[src/rtl/scalar_seq_if.sv]
// Control/data bundle between a requester and the scalar_seq multiplier.
// Latency: none, wires only.
// Backpressure: none; start is only honoured while the block is idle.
interface scalar_seq_if #(
  parameter int DATA_W  = 8,
  parameter int MAX_DIM = 5
);
  logic                              start;
  logic [MAX_DIM*MAX_DIM*DATA_W-1:0] matrix_a;
  logic [DATA_W-1:0]                 integer_num;
  logic [2:0]                        matrix_size;
  logic                              sat_mode;
  logic                              busy;
  logic                              done;
  logic [MAX_DIM*MAX_DIM*DATA_W-1:0] new_matrix;
  logic                              overflow_flag;
  logic                              size_error;

  modport master (
    output start, matrix_a, integer_num, matrix_size, sat_mode,
    input  busy, done, new_matrix, overflow_flag, size_error
  );

  modport slave (
    input  start, matrix_a, integer_num, matrix_size, sat_mode,
    output busy, done, new_matrix, overflow_flag, size_error
  );
endinterface

[src/rtl/scalar_seq.sv]
// Multiplies an n x n signed matrix by a signed scalar, LANES elements per cycle.
// Latency: ceil(n*n/LANES) RUN cycles, done pulses the cycle after; illegal n -> done next cycle.
// Backpressure: start is ignored while busy; results hold until the next accepted start.
module scalar_seq #(
  parameter int DATA_W  = 8,
  parameter int MAX_DIM = 5,
  parameter int LANES   = 1
) (
  input  logic        clk,
  input  logic        reset,
  scalar_seq_if.slave bus
);
  localparam int TOTAL = MAX_DIM * MAX_DIM;
  localparam int VEC_W = TOTAL * DATA_W;
  localparam int IDX_W = $clog2(TOTAL + LANES + 1);
  localparam logic [DATA_W-1:0] MAXV = {1'b0, {(DATA_W-1){1'b1}}};
  localparam logic [DATA_W-1:0] MINV = {1'b1, {(DATA_W-1){1'b0}}};

  typedef enum logic [1:0] {IDLE, RUN, DONE} state_t;

  state_t                    state;
  logic [VEC_W-1:0]          a_q;
  logic [VEC_W-1:0]          mat_q;
  logic [VEC_W-1:0]          mat_nxt;
  logic signed [DATA_W-1:0]  k_q;
  logic                      sat_q;
  logic [IDX_W-1:0]          idx;
  logic [IDX_W-1:0]          nn;
  logic                      busy_q;
  logic                      done_q;
  logic                      ovf_q;
  logic                      se_q;
  logic                      ovf_grp;
  logic                      size_ok;
  logic                      last_grp;

  int                        e;
  logic signed [DATA_W-1:0]  el;
  logic signed [2*DATA_W-1:0] prod;
  logic [DATA_W-1:0]         res;
  logic                      ovf_e;

  assign size_ok  = (int'(bus.matrix_size) >= 2) && (int'(bus.matrix_size) <= MAX_DIM);
  assign last_grp = ((idx + IDX_W'(LANES)) >= nn);

  assign bus.busy          = busy_q;
  assign bus.done          = done_q;
  assign bus.new_matrix    = mat_q;
  assign bus.overflow_flag = ovf_q;
  assign bus.size_error    = se_q;

  // Compute this cycle's lane group; lanes past n*n keep their cleared zero value.
  always_comb begin
    mat_nxt = mat_q;
    ovf_grp = 1'b0;
    e       = 0;
    el      = '0;
    prod    = '0;
    res     = '0;
    ovf_e   = 1'b0;
    for (int l = 0; l < LANES; l++) begin
      e = int'(idx) + l;
      if (e < int'(nn)) begin
        el    = signed'(a_q[e*DATA_W +: DATA_W]);
        prod  = el * k_q;
        // In range only when the top DATA_W+1 bits are all sign copies.
        ovf_e = ~((&prod[2*DATA_W-1:DATA_W-1]) | ~(|prod[2*DATA_W-1:DATA_W-1]));
        if (ovf_e && sat_q) res = prod[2*DATA_W-1] ? MINV : MAXV;
        else                res = prod[DATA_W-1:0];
        mat_nxt[e*DATA_W +: DATA_W] = res;
        ovf_grp = ovf_grp | ovf_e;
      end
    end
  end

  // Control FSM with registered status outputs and result accumulation.
  always_ff @(posedge clk or posedge reset) begin
    if (reset) begin
      state  <= IDLE;
      a_q    <= '0;
      mat_q  <= '0;
      k_q    <= '0;
      sat_q  <= 1'b0;
      idx    <= '0;
      nn     <= '0;
      busy_q <= 1'b0;
      done_q <= 1'b0;
      ovf_q  <= 1'b0;
      se_q   <= 1'b0;
    end else begin
      case (state)
        IDLE: begin
          done_q <= 1'b0;
          if (bus.start) begin
            a_q    <= bus.matrix_a;
            k_q    <= signed'(bus.integer_num);
            sat_q  <= bus.sat_mode;
            nn     <= IDX_W'(bus.matrix_size) * IDX_W'(bus.matrix_size);
            idx    <= '0;
            mat_q  <= '0;
            ovf_q  <= 1'b0;
            busy_q <= 1'b1;
            if (size_ok) begin
              se_q  <= 1'b0;
              state <= RUN;
            end else begin
              se_q   <= 1'b1;
              done_q <= 1'b1;
              state  <= DONE;
            end
          end
        end
        RUN: begin
          mat_q <= mat_nxt;
          ovf_q <= ovf_q | ovf_grp;
          idx   <= idx + IDX_W'(LANES);
          if (last_grp) begin
            done_q <= 1'b1;
            state  <= DONE;
          end
        end
        DONE: begin
          done_q <= 1'b0;
          busy_q <= 1'b0;
          state  <= IDLE;
        end
        default: state <= IDLE;
      endcase
    end
  end
endmodule

[src/flat_wrapper.sv]
// flat-port wrapper written by rule: the top's interface ports become plain ports
module scalar_seq_flat 
#(
  parameter int DATA_W  = 8,
  parameter int MAX_DIM = 5,
  parameter int LANES   = 1
)
  (clk, reset, bus_start, bus_matrix_a, bus_integer_num, bus_matrix_size, bus_sat_mode, bus_busy, bus_done, bus_new_matrix, bus_overflow_flag, bus_size_error);
  scalar_seq_if #(.DATA_W(DATA_W), .MAX_DIM(MAX_DIM)) bus_i ();
  input  logic clk;
  input  logic reset;
  input wire logic [$bits(bus_i.start)-1:0] bus_start;
  input wire logic [$bits(bus_i.matrix_a)-1:0] bus_matrix_a;
  input wire logic [$bits(bus_i.integer_num)-1:0] bus_integer_num;
  input wire logic [$bits(bus_i.matrix_size)-1:0] bus_matrix_size;
  input wire logic [$bits(bus_i.sat_mode)-1:0] bus_sat_mode;
  output wire logic [$bits(bus_i.busy)-1:0] bus_busy;
  output wire logic [$bits(bus_i.done)-1:0] bus_done;
  output wire logic [$bits(bus_i.new_matrix)-1:0] bus_new_matrix;
  output wire logic [$bits(bus_i.overflow_flag)-1:0] bus_overflow_flag;
  output wire logic [$bits(bus_i.size_error)-1:0] bus_size_error;
  assign bus_i.start = bus_start;
  assign bus_i.matrix_a = bus_matrix_a;
  assign bus_i.integer_num = bus_integer_num;
  assign bus_i.matrix_size = bus_matrix_size;
  assign bus_i.sat_mode = bus_sat_mode;
  assign bus_busy = bus_i.busy;
  assign bus_done = bus_i.done;
  assign bus_new_matrix = bus_i.new_matrix;
  assign bus_overflow_flag = bus_i.overflow_flag;
  assign bus_size_error = bus_i.size_error;
  scalar_seq #(.DATA_W(DATA_W), .MAX_DIM(MAX_DIM), .LANES(LANES)) u_core (.clk(clk), .reset(reset), .bus(bus_i));
endmodule
[config.mk]
export PLATFORM = sky130hd
export DESIGN_NAME = scalar_seq_flat
export DESIGN_NICKNAME = d
export VERILOG_FILES = /design/src/rtl/scalar_seq_if.sv /design/src/rtl/scalar_seq.sv /design/src/flat_wrapper.sv
export SDC_FILE = /design/constraint.sdc
export NUM_CORES = 1
export LEC_CHECK = 0
export BUFFER_PORTS_ARGS = -buffer_cell sky130_fd_sc_hd__buf_2
export CAP_MARGIN = 5
export CORE_AREA = 3 3 208 210
export DETAILED_ROUTE_END_ITERATION = 12
export DIE_AREA = 0 0 211 213
export PLACE_DENSITY = 0.69
export SYNTH_ARGS = -nofsm -noshare
export SYNTH_HDL_FRONTEND = slang
export SYNTH_SLANG_ARGS = --single-unit
[constraint.sdc]
create_clock -name clk -period 23.3 [get_ports clk]
set_input_delay 4.66 -clock clk [delete_from_list [all_inputs] [get_ports clk]]
set_output_delay 4.66 -clock clk [all_outputs]
set_load 0.01 [all_outputs]
Word level (Yosys, flattened, before mapping)
Cells that the tools add are included.
{"block": "word_totals", "ff_bits": 425, "latch_bits": 0, "ram_bits": 0, "mem_bits_ro": 0, "inputBits": 215, "output_inout_bits": 204, "word_cells": 67, "mem_count": 0}
{"block": "op_classes", "n_addsub": 2, "mul": 2, "div_mod_pow": 0, "order_cmp": 4, "n_eq_ne": 5, "shifts": 3, "muxes": 22, "bitwise": 4, "reduce_logical": 14}
{"cell": "200-bit 2-to-1 mux", "count": 2}
{"cell": "200-bit one-hot mux with 2 select lines", "count": 1}
{"cell": "200-bit bitwise mux", "count": 1}
{"cell": "8-bit by 33-bit variable shift with 200-bit output, first input constant", "count": 1}
{"cell": "200-bit by 9-bit variable part select with 8-bit output", "count": 1}
{"cell": "8-bit by 33-bit variable part select with 200-bit output", "count": 1}
{"cell": "8-bit negator with 33-bit output", "count": 1}
{"cell": "8-bit 2-to-1 mux", "count": 3}
{"cell": "8-bit by 8-bit multiplier with 16-bit output", "count": 1}
{"cell": "5-bit one-hot mux with 2 select lines", "count": 1}
{"cell": "2-bit AND reduction", "count": 5}
{"cell": "9-bit AND reduction", "count": 1}
{"cell": "9-bit OR reduction", "count": 1}
{"cell": "1-bit 2-to-1 mux", "count": 6}
{"cell": "2-bit 2-to-1 mux", "count": 3}
{"cell": "5-bit by 1-bit adder with 5-bit output, second input constant", "count": 1}
{"cell": "5-bit >= comparator", "count": 1}
{"cell": "5-bit < comparator", "count": 1}
{"cell": "3-bit by 3-bit multiplier with 5-bit output", "count": 1}
{"cell": "5-bit 2-to-1 mux", "count": 1}
{"cell": "2-bit by 1-bit != test with 1-bit output, second input constant", "count": 2}
{"cell": "1-bit one-hot mux with 2 select lines", "count": 2}
{"cell": "2-bit one-hot mux with 2 select lines", "count": 1}
{"cell": "2-bit nonzero test", "count": 2}
{"cell": "12 further kinds", "count": 15}

Longest topological paths before layout
Gate-level depths: netlist of run 1.
{"block": "depth", "word_depth": 13, "depth_mapped": 30, "depth_no_buf": 25}

Worst setup path after synthesis of run 1
OpenSTA, ideal clock, no wires.
{"block": "synth_path", "path_type": "register -> register", "startpoint": "register u_core.idx[0]", "endpoint": "register u_core.mat_q[17], in the netlist u_core.bus.new_matrix[17]", "setup_ps": 133, "arrival_ps": 7364, "required_time_ps": 23167, "slack_ps": 15803, "path_stages_with_launch": 28, "path_buffers": 5, "period_less_slack_ps": 7497, "cell_sequence": "dfrtp_1 -> buf_4 -> buf_6 -> buf_2 -> mux4_2 -> mux4_2 -> o21ai_0 -> nand2b_1 -> inv_1 -> fa_1 -> inv_1 -> fa_1 -> inv_1 -> fa_1 -> inv_1 -> fa_1 -> inv_1 -> ha_1 -> clkbuf_1 -> or3_1 -> a211o_1 -> nand4_1 -> o2111ai_1 -> nor4_2 -> nor4_4 -> a21oi_2 -> clkbuf_1 -> o21ai_0"}
{"block": "synth_via", "elab_chain_cells": 13, "elab_cells_between_ends": 20, "classes_between": "1 x add/sub; 1 x mul; 1 x order compare; 1 x eq/ne; 3 x shift; 6 x mux; 3 x bitwise; 4 x reduce/logical"}
{"element": "start: declaration", "line_no": "scalar_seq.sv:27", "text": "logic [IDX_W-1:0] idx;"}
{"element": "start signal: assignment", "line_no": "scalar_seq.sv:116", "text": "idx <= idx + IDX_W'(LANES);"}
{"element": "200-bit by 9-bit variable part select with 8-bit output", "line_no": "scalar_seq.sv:64", "text": "el = signed'(a_q[e*DATA_W +: DATA_W]);"}
{"element": "8-bit by 8-bit multiplier with 16-bit output", "line_no": "scalar_seq.sv:65", "text": "prod = el * k_q;"}
{"element": "9-bit OR reduction", "line_no": "scalar_seq.sv:67", "text": "ovf_e = ~((&prod[2*DATA_W-1:DATA_W-1]) | ~(|prod[2*DATA_W-1:DATA_W-1]));"}
{"element": "1-bit inverter", "line_no": "scalar_seq.sv:67"}
{"element": "1-bit bitwise OR", "line_no": "scalar_seq.sv:67"}
{"element": "1-bit inverter", "line_no": "scalar_seq.sv:67"}
{"element": "1-bit logical AND", "line_no": "scalar_seq.sv:68", "text": "if (ovf_e && sat_q) res = prod[2*DATA_W-1] ? MINV : MAXV;"}
{"element": "8-bit 2-to-1 mux", "line_no": "scalar_seq.sv:68"}
{"element": "8-bit 2-to-1 mux", "line_no": "scalar_seq.sv:63", "text": "if (e < int'(nn)) begin"}
{"element": "8-bit by 33-bit variable part select with 200-bit output", "line_no": "scalar_seq.sv:70", "text": "mat_nxt[e*DATA_W +: DATA_W] = res;"}
{"element": "200-bit bitwise mux", "line_no": "scalar_seq.sv:70"}
{"element": "200-bit 2-to-1 mux", "line_no": "scalar_seq.sv:63"}
{"element": "200-bit one-hot mux with 2 select lines", "line_no": "scalar_seq.sv:91", "text": "case (state)"}
{"element": "end signal: assignment", "line_no": "scalar_seq.sv:114", "text": "mat_q <= mat_nxt;"}
{"element": "end: declaration", "line_no": "scalar_seq.sv:23", "text": "logic [VEC_W-1:0] mat_q;"}
Several ways; a longest one is shown, not always the timed one. The select of a mux whose other input is x is not followed.
A chain may end at the register's enable or synchronous reset.

Worst setup path after layout of run 1
{"block": "layout_path", "startpoint": "register u_core.idx[0]", "endpoint": "register u_core.mat_q[160], in the netlist u_core.bus.new_matrix[160]"}
Same word-level chain as after synthesis.

==> impl_metrics.csv, run 1 <==
group,metric,value,unit
synth,yosys-top-cells-count,"424 x dfrtp_1, 283 x nand2_1, 228 x mux2_2",
worst_setup_path,critPathMaxStageDelay,0.94,ns
worst_setup_path,worst-path-buf-inv,6,
clock_tree,htree_num_levels,2,
timing,fmax,107.5,MHz
global_route,gr-total-overflow,0,
worst_setup_path,setup.worst_path.class,"reg -> reg",
clock_tree,cts_hold_buf,0,
timing,hold_viol_final,0,
route,avgRoutedWirePerCell,21.36,um
synth,synth.yosys.warnings,0,
run_status,outcome,"complete, no violations",
floorplan,die_area,0.04494,sq mm
worst_setup_path,timing.rr.start,"u_core.idx[0]",
synth,ys_ff_latch,424,
floorplan,core,0.04176,sq mm
clock_tree,clkLatencyLatePin,0.58,ns
placement,gp_congestion,0.8909,
synth,synth_cell_type_count,59,
timing,slew_headroom,19.39,%
synth,synth_area_leader_cell,"dfrtp_1",
clock_tree,clock_sinks,424,
clock_tree,cts_setup_buffers,0,
placement,io_buffers,418,
worst_setup_path,path_depth,23,
clock_tree,ctsResizeCount,0,
worst_setup_path,crit_chain,"buf_4 -> mux4_2 -> mux4_2 -> o21ai_0 -> nand2b_1 -> inv_1 -> fa_1 -> inv_1 -> fa_1 -> inv_1 -> fa_1 -> inv_1 -> fa_1 -> inv_1 -> ha_1 -> or3_1 -> a211o_1 -> nand4_1 -> o2111ai_1 -> nor4_2 -> nor4_4 -> a31oi_2 -> o21ai_0",
worst_setup_path,cp_top_family,"adder cells",
final_layout,nets,2519,
route,vias,15659,
clock_tree,cts-root-buf,"clkbuf_16",
worst_setup_path,setup.worst_path.end_class,"register",
worst_setup_path,crit_path_start,"u_core.idx[0]",
floorplan,initial_core_util,49.59,%
route,detail-route-antenna-nets,0,
global_route,first_global_vias,15855,
timing,period_minus_slack,9.304,ns
worst_setup_path,crit_end,"u_core.bus.new_matrix[160]",
clock_tree,cts_buffers,44,
synth,synth_edf_count,0,
floorplan,die_height,213,um
min_path,min_path_type,"reg -> reg",
timing,tns,0,ns
synth,syn_nets,2120,
route,wl,59520,um
global_route,grt_max_degree,135,
synth,ys_seq_area_share,51.23,%
synth,synth_most_common_cell,"dfrtp_1",
global_route,grt_pass1_wl,91850,um
route,drc,0,
synth,syn_area,0.02071,sq mm
worst_setup_path,critPathRequiredTime,23.69,ns
final_layout,area_growth,19.41,%
route,drt_iter0_drc,1276,
worst_setup_path,cp.arrival,9.70,ns
worst_setup_path,crit_top_cell,"inv_1",
global_route,antenna_found_initial,28,
global_route,grtUsageTotal,26.45,%
worst_setup_path,cp_slowest_cell,"a31oi_2",
synth,async_flop_share,100.0,%
route,first_pass_iters,6,
final_layout,n_fill_cell,3474,
synth,netlist.area_leader.share,51.23,%
synth,syn_avg_cell_area,11.49,sq um
worst_setup_path,critPathLaunchType,"register",
synth,synth_area_leaders,"dfrtp_1 51%, mux2_2 12%, fa_1 5.3%, nand2_1 5.1%, o21ai_0 4.9%",
run,cap_violations,0,
route,vias_per_cell,5.619,
clock_tree,clk_pin_slew_worst_paths,0.06,ns
timing,finalClockSkew,0.02352,ns
worst_setup_path,r2r_cells,23,
clock_tree,clk_path_buf_depth,3,
placement,dp_hpwl,44170,um
floorplan,io_pins,419,
timing,rsz0062_at_grt,"no",
floorplan,die_w,211,um
timing,tightest_slew,1.209,ns
synth,synth_top_flop_cell,"dfrtp_1",
worst_setup_path,reg2reg_to,"u_core.bus.new_matrix[160]",
timing,period_share,39.93,%
timing,setup_viol,0,
worst_setup_path,worstPathMaxFanout,46,
timing,slew_viol_final,0,
worst_setup_path,reg2reg_slack,14.00,ns
floorplan,std_cell_rows,75,
final_layout,drive_above_1_share,35.14,%
clock_tree,tritoncts,"done",
synth,synth_cells,1803,
-- cells by family (layout without fill, tap and decap cells) --
group | after synthesis | in the layout | synth area share [%]
fa+ha+maj | 102 | 102 | 8.156
buf+inv | 182 | 610 | 3.510
xor+xnor | 17 | 17 | 0.7189
flops | 424 | 424 | 51.23
simple gates | 452 | 452 | 9.793
other cells | 0 | 17 | 0
mux | 273 | 273 | 17.05
compound gates | 353 | 353 | 9.540
-- worst register-to-register path: cells and delay by family (launching register included) --
family	cells	cell delay (ns)
fa+ha+maj	5	2.60
compound gates	5	2.24
simple gates	5	1.41
mux	2	1.11
buf+inv	6	1.02
flops	1	0.75
-- metal layers --
| metal | vias to the layer above | routed length, um | GRT usage [%] | share of wire, % |
|---|---|---|---|---|
| met4 | 24 | 1970 | 9.769 | 3.3 |
| met3 | 123 | 4487 | 6.200 | 7.5 |
| met2 | 606 | 29130 | 44.61 | 49 |
| met5 | - | 127 | 0 | 0.21 |
| li1 | 7048 | - | - | - |
| met1 | 7858 | 23810 | 33.66 | 40 |
-- layout make-up --
| class | instances | area (sq um) | share of cell area [%] |
|---|---|---|---|
| diodes | 17 | 42.54 | 0.1720 |
| clock buffers | 67 | 1289 | 5.212 |
| clock inverters | 8 | 126.4 | 0.5110 |
| inverters | 102 | 390.4 | 1.579 |
| multi-input cells | 1197 | 9387 | 37.96 |
| flip-flops and latches | 424 | 10620 | 42.93 |
| well taps | 539 | 674.4 | 2.727 |
| repair buffers | 433 | 2205 | 8.915 |
-- worst min-delay path by stage --
stage | slack (ns) | end | startpoint | cells past startpoint
floorplan | 0.45 | u_core.nn[2] | u_core.nn[2] | 2
global placement | 0.46 | u_core.bus.new_matrix[159] | u_core.bus.new_matrix[159] | 2
detailed placement | 0.47 | u_core.bus.new_matrix[93] | u_core.bus.new_matrix[93] | 2
CTS | 0.48 | u_core.bus.new_matrix[93] | u_core.bus.new_matrix[93] | 2
global route | 0.50 | u_core.nn[2] | u_core.nn[2] | 2
finish | 0.48 | u_core.bus.new_matrix[93] | u_core.bus.new_matrix[93] | 2
-- layout by cell type (no fill, tap or decap), types with 4 or more instances in the layout --
master and instances:
diode_2 17, a31oi_1 10, nor4_1 4, buf_2 418
mux2_2 228, a211o_1 6, nand2b_1 14, o21a_1 4
clkbuf_1 14, clkbuf_8 8, xor2_1 4, a21oi_1 50
o21ai_1 31, inv_1 100, a21oi_2 5, nor3_1 7
o22ai_1 9, ha_1 47, o21ai_0 204, nand3b_1 4
or2_2 4, and2_1 49, nor2_1 46, nor2b_1 11
xnor2_1 13, fa_1 55, a32oi_1 6, clkbuf_16 45
mux2i_1 4, mux4_2 41, buf_4 15, nand4_1 7
nand3_1 8, nand2_1 282, dfrtp_1 422
-- state kept, by name (all words and copies together) (netlist names) --
register and cells:
u_core.bus.size_error 1, u_core.bus.new_matrix 200, u_core.a_q 200, u_core.bus.overflow_flag 1, u_core.bus.done 1, u_core.sat_q 1
u_core.state 2, u_core.nn 4, u_core.idx 5, u_core.bus.busy 1, u_core.k_q 8
-- stage by stage --
stage | cells | instance area, sq um | worst slack, ns | hold slack (ns) | utilization (%)
finish | 2787 | 24730 | 14.00 | 0.4800 | 59.22
global route | 2782 | 24720 | 13.25 | 0.4983 | 59.19
CTS | 2770 | 24690 | 13.77 | 0.4787 | 59.12
detailed placement | 2695 | 23270 | 13.82 | 0.4659 | 55.73
global placement | 2695 | 23270 | 14.17 | 0.4578 | 55.73
floorplan | 1803 | 20710 | 6.835 | 0.4498 | -
Power of run 1 is left out: the tool's default activity adds up to more than one toggle a clock period on the data nets, which glitch-free logic cannot reach.
==> run 2, diff against run 1 <==
- clock period: 23.3 -> 8.6 ns (I/O delays scaled with it)
==> run 2 against run 1 <==
Net effect:
- clock-buffer cell count is 12 lower
- maximum frequency is 16% higher
- clock skew is 0.0078 ns higher
- via count is 0.12% higher
- global-route usage is 0.49 points higher
- first-iteration DRC count is 4.3% lower
- hold slack worse by 0.0051 ns
- non-clock buffer count is 14 higher
- critical path depth is 1 higher
- worst setup slack worse by 13 ns
- final cell count is 0.29% higher
==> impl_metrics.csv, run 2 (synthesis gave the netlist of run 1 again) <==
group,metric,value,unit
route,vias,15678,
floorplan,initial_core_util,49.59,%
timing,fmax,124.7,MHz
timing,slew_viol_final,0,
final_layout,nets,2534,
final_layout,fin_area,0.02488,sq mm
global_route,first_global_vias,16042,
worst_setup_path,cp.arrival,8.46,ns
final_layout,area_growth,20.15,%
clock_tree,clk_path_buf_depth,3,
route,detail-route-antenna-nets,0,
floorplan,core,0.04176,sq mm
clock_tree,clock_sinks,424,
route,avgRoutedWirePerCell,21.66,um
worst_setup_path,critPathLaunchType,"register",
run,cap_violations,0,
worst_setup_path,setup.worst_path.class,"reg -> reg",
floorplan,die_w,211,um
final_layout,drive_above_1_share,36.04,%
floorplan,die_area,0.04494,sq mm
worst_setup_path,critPathMaxStageDelay,0.72,ns
route,drt_iter0_drc,1221,
timing,holdWs,0.4748,ns
worst_setup_path,worstPathMaxFanout,30,
clock_tree,clkLatencyLatePin,0.59,ns
worst_setup_path,crit_top_cell,"inv_1",
floorplan,io_pins,419,
placement,placed_cells,2709,
clock_tree,tritoncts,"done",
timing,setup_viol,0,
min_path,min_path_type,"reg -> reg",
worst_setup_path,setup.worst_path.end_class,"register",
timing,hold_viol_final,0,
timing,tightest_slew,1.076,ns
clock_tree,cts-root-buf,"clkbuf_16",
final_layout,mostFrequentLayoutCells,"422 x dfrtp_1, 418 x buf_2, 282 x nand2_1",
final_layout,layout_commonest_cell,"dfrtp_1",
clock_tree,cts_buffers,45,
final_layout,final_cells,2795,
placement,dp_hpwl,45230,um
clock_tree,cts_hold_buf,0,
global_route,grtUsageTotal,26.93,%
timing,period_minus_slack,8.022,ns
global_route,grt_max_degree,184,
placement,dpl_cell_area,0.02338,sq mm
route,vias_per_cell,5.609,
floorplan,die_height,213,um
route,first_pass_iters,5,
timing,slew_headroom,28.26,%
worst_setup_path,worst-path-buf-inv,7,
route,drc,0,
timing,period_share,93.28,%
placement,io_buffers,418,
worst_setup_path,crit_chain,"mux4_2 -> mux4_2 -> o21ai_0 -> buf_4 -> nand2b_1 -> inv_1 -> fa_1 -> inv_1 -> fa_1 -> inv_1 -> fa_1 -> inv_1 -> fa_1 -> inv_1 -> ha_1 -> or3_1 -> a211o_1 -> nand4_1 -> o2111ai_1 -> nor4_2 -> nor4_4 -> a21oi_2 -> buf_4 -> o21ai_0",
placement,gp_congestion,0.8849,
timing,rsz0062_at_grt,"no",
global_route,grt_pass1_wl,93710,um
global_route,antenna_found_initial,13,
clock_tree,clk_pin_slew_worst_paths,0.07,ns
worst_setup_path,critPathRequiredTime,9.04,ns
run_status,outcome,"complete, no violations",
clock_tree,htree_num_levels,2,
route,wl,60550,um
worst_setup_path,cp_top_family,"adder cells",
timing,tns,0,ns
floorplan,std_cell_rows,75,
global_route,gr-total-overflow,0,
worst_setup_path,cp_slowest_cell,"dfrtp_4",
timing,finalClockSkew,0.03131,ns
==> run 2: per-layer routing <==
| layer | part of all wire, % | GRT usage, % | up-vias |
|---|---|---|---|
| met2 | 49 | 46.47 | 618 |
| met1 | 40 | 34.22 | 7866 |
| met3 | 7.8 | 6.582 | 114 |
| li1 | - | - | 7062 |
| met4 | 2.5 | 7.506 | 18 |
| met5 | 0.20 | 0 | - |
==> run 2: timing repair <==
action	in CTS	in global routing
resized for setup	0	2
buffers inserted	0	0
setup endpoints to repair	0	24
==> run 2: through the flow <==
| step | setup WS, ns | util [%] |
|---|---|---|
| after floorplan | 1.103 | - |
| after global placement | 0.6297 | 56.00 |
| after detailed placement | 0.3582 | 56.00 |
| after CTS | 0.3269 | 59.51 |
| after global routing | 0.1805 | 59.56 |
| final | 0.5779 | 59.59 |
==> run 2: final cells by class <==
cell class	count	area [sq um]
clock inverter	25	264.0
sequential	424	10620
timing repair buffer	447	2322
clock buffer	55	1204
fill	3463	16870
tap	539	674.4
antenna	6	15.01
multi-input combinational	1197	9403
inverter	102	386.6
==> run 2: final timing paths <==
path	start	to	slack [ns]	cells after the start
min in group asynchronous	reset	u_core.bus.new_matrix[16]	1.41	3
max in group asynchronous	reset	u_core.bus.new_matrix[37]	5.43	4
worst min-delay path	u_core.bus.new_matrix[192]	u_core.bus.new_matrix[192]	0.47	2
worst max register to register	u_core.idx[0]	u_core.bus.new_matrix[179]	0.58	24
worst min register to register	u_core.bus.new_matrix[192]	u_core.bus.new_matrix[192]	0.47	2
worst max-delay path	u_core.idx[0]	u_core.bus.new_matrix[179]	0.58	24
==> run 2: worst register-to-register path: stages (launching register included) <==
cell	delay [ns]
dfrtp_4	0.72
mux4_2	0.63
mux4_2	0.46
o21ai_0	0.16
buf_4	0.18
nand2b_1	0.22
inv_1	0.09
fa_1	0.64
inv_1	0.15
fa_1	0.55
inv_1	0.06
fa_1	0.52
inv_1	0.05
fa_1	0.53
inv_1	0.05
ha_1	0.39
or3_1	0.40
a211o_1	0.27
nand4_1	0.12
o2111ai_1	0.15
nor4_2	0.40
nor4_4	0.17
a21oi_2	0.47
buf_4	0.35
o21ai_0	0.15
Power of run 2 is left out for the same reason.
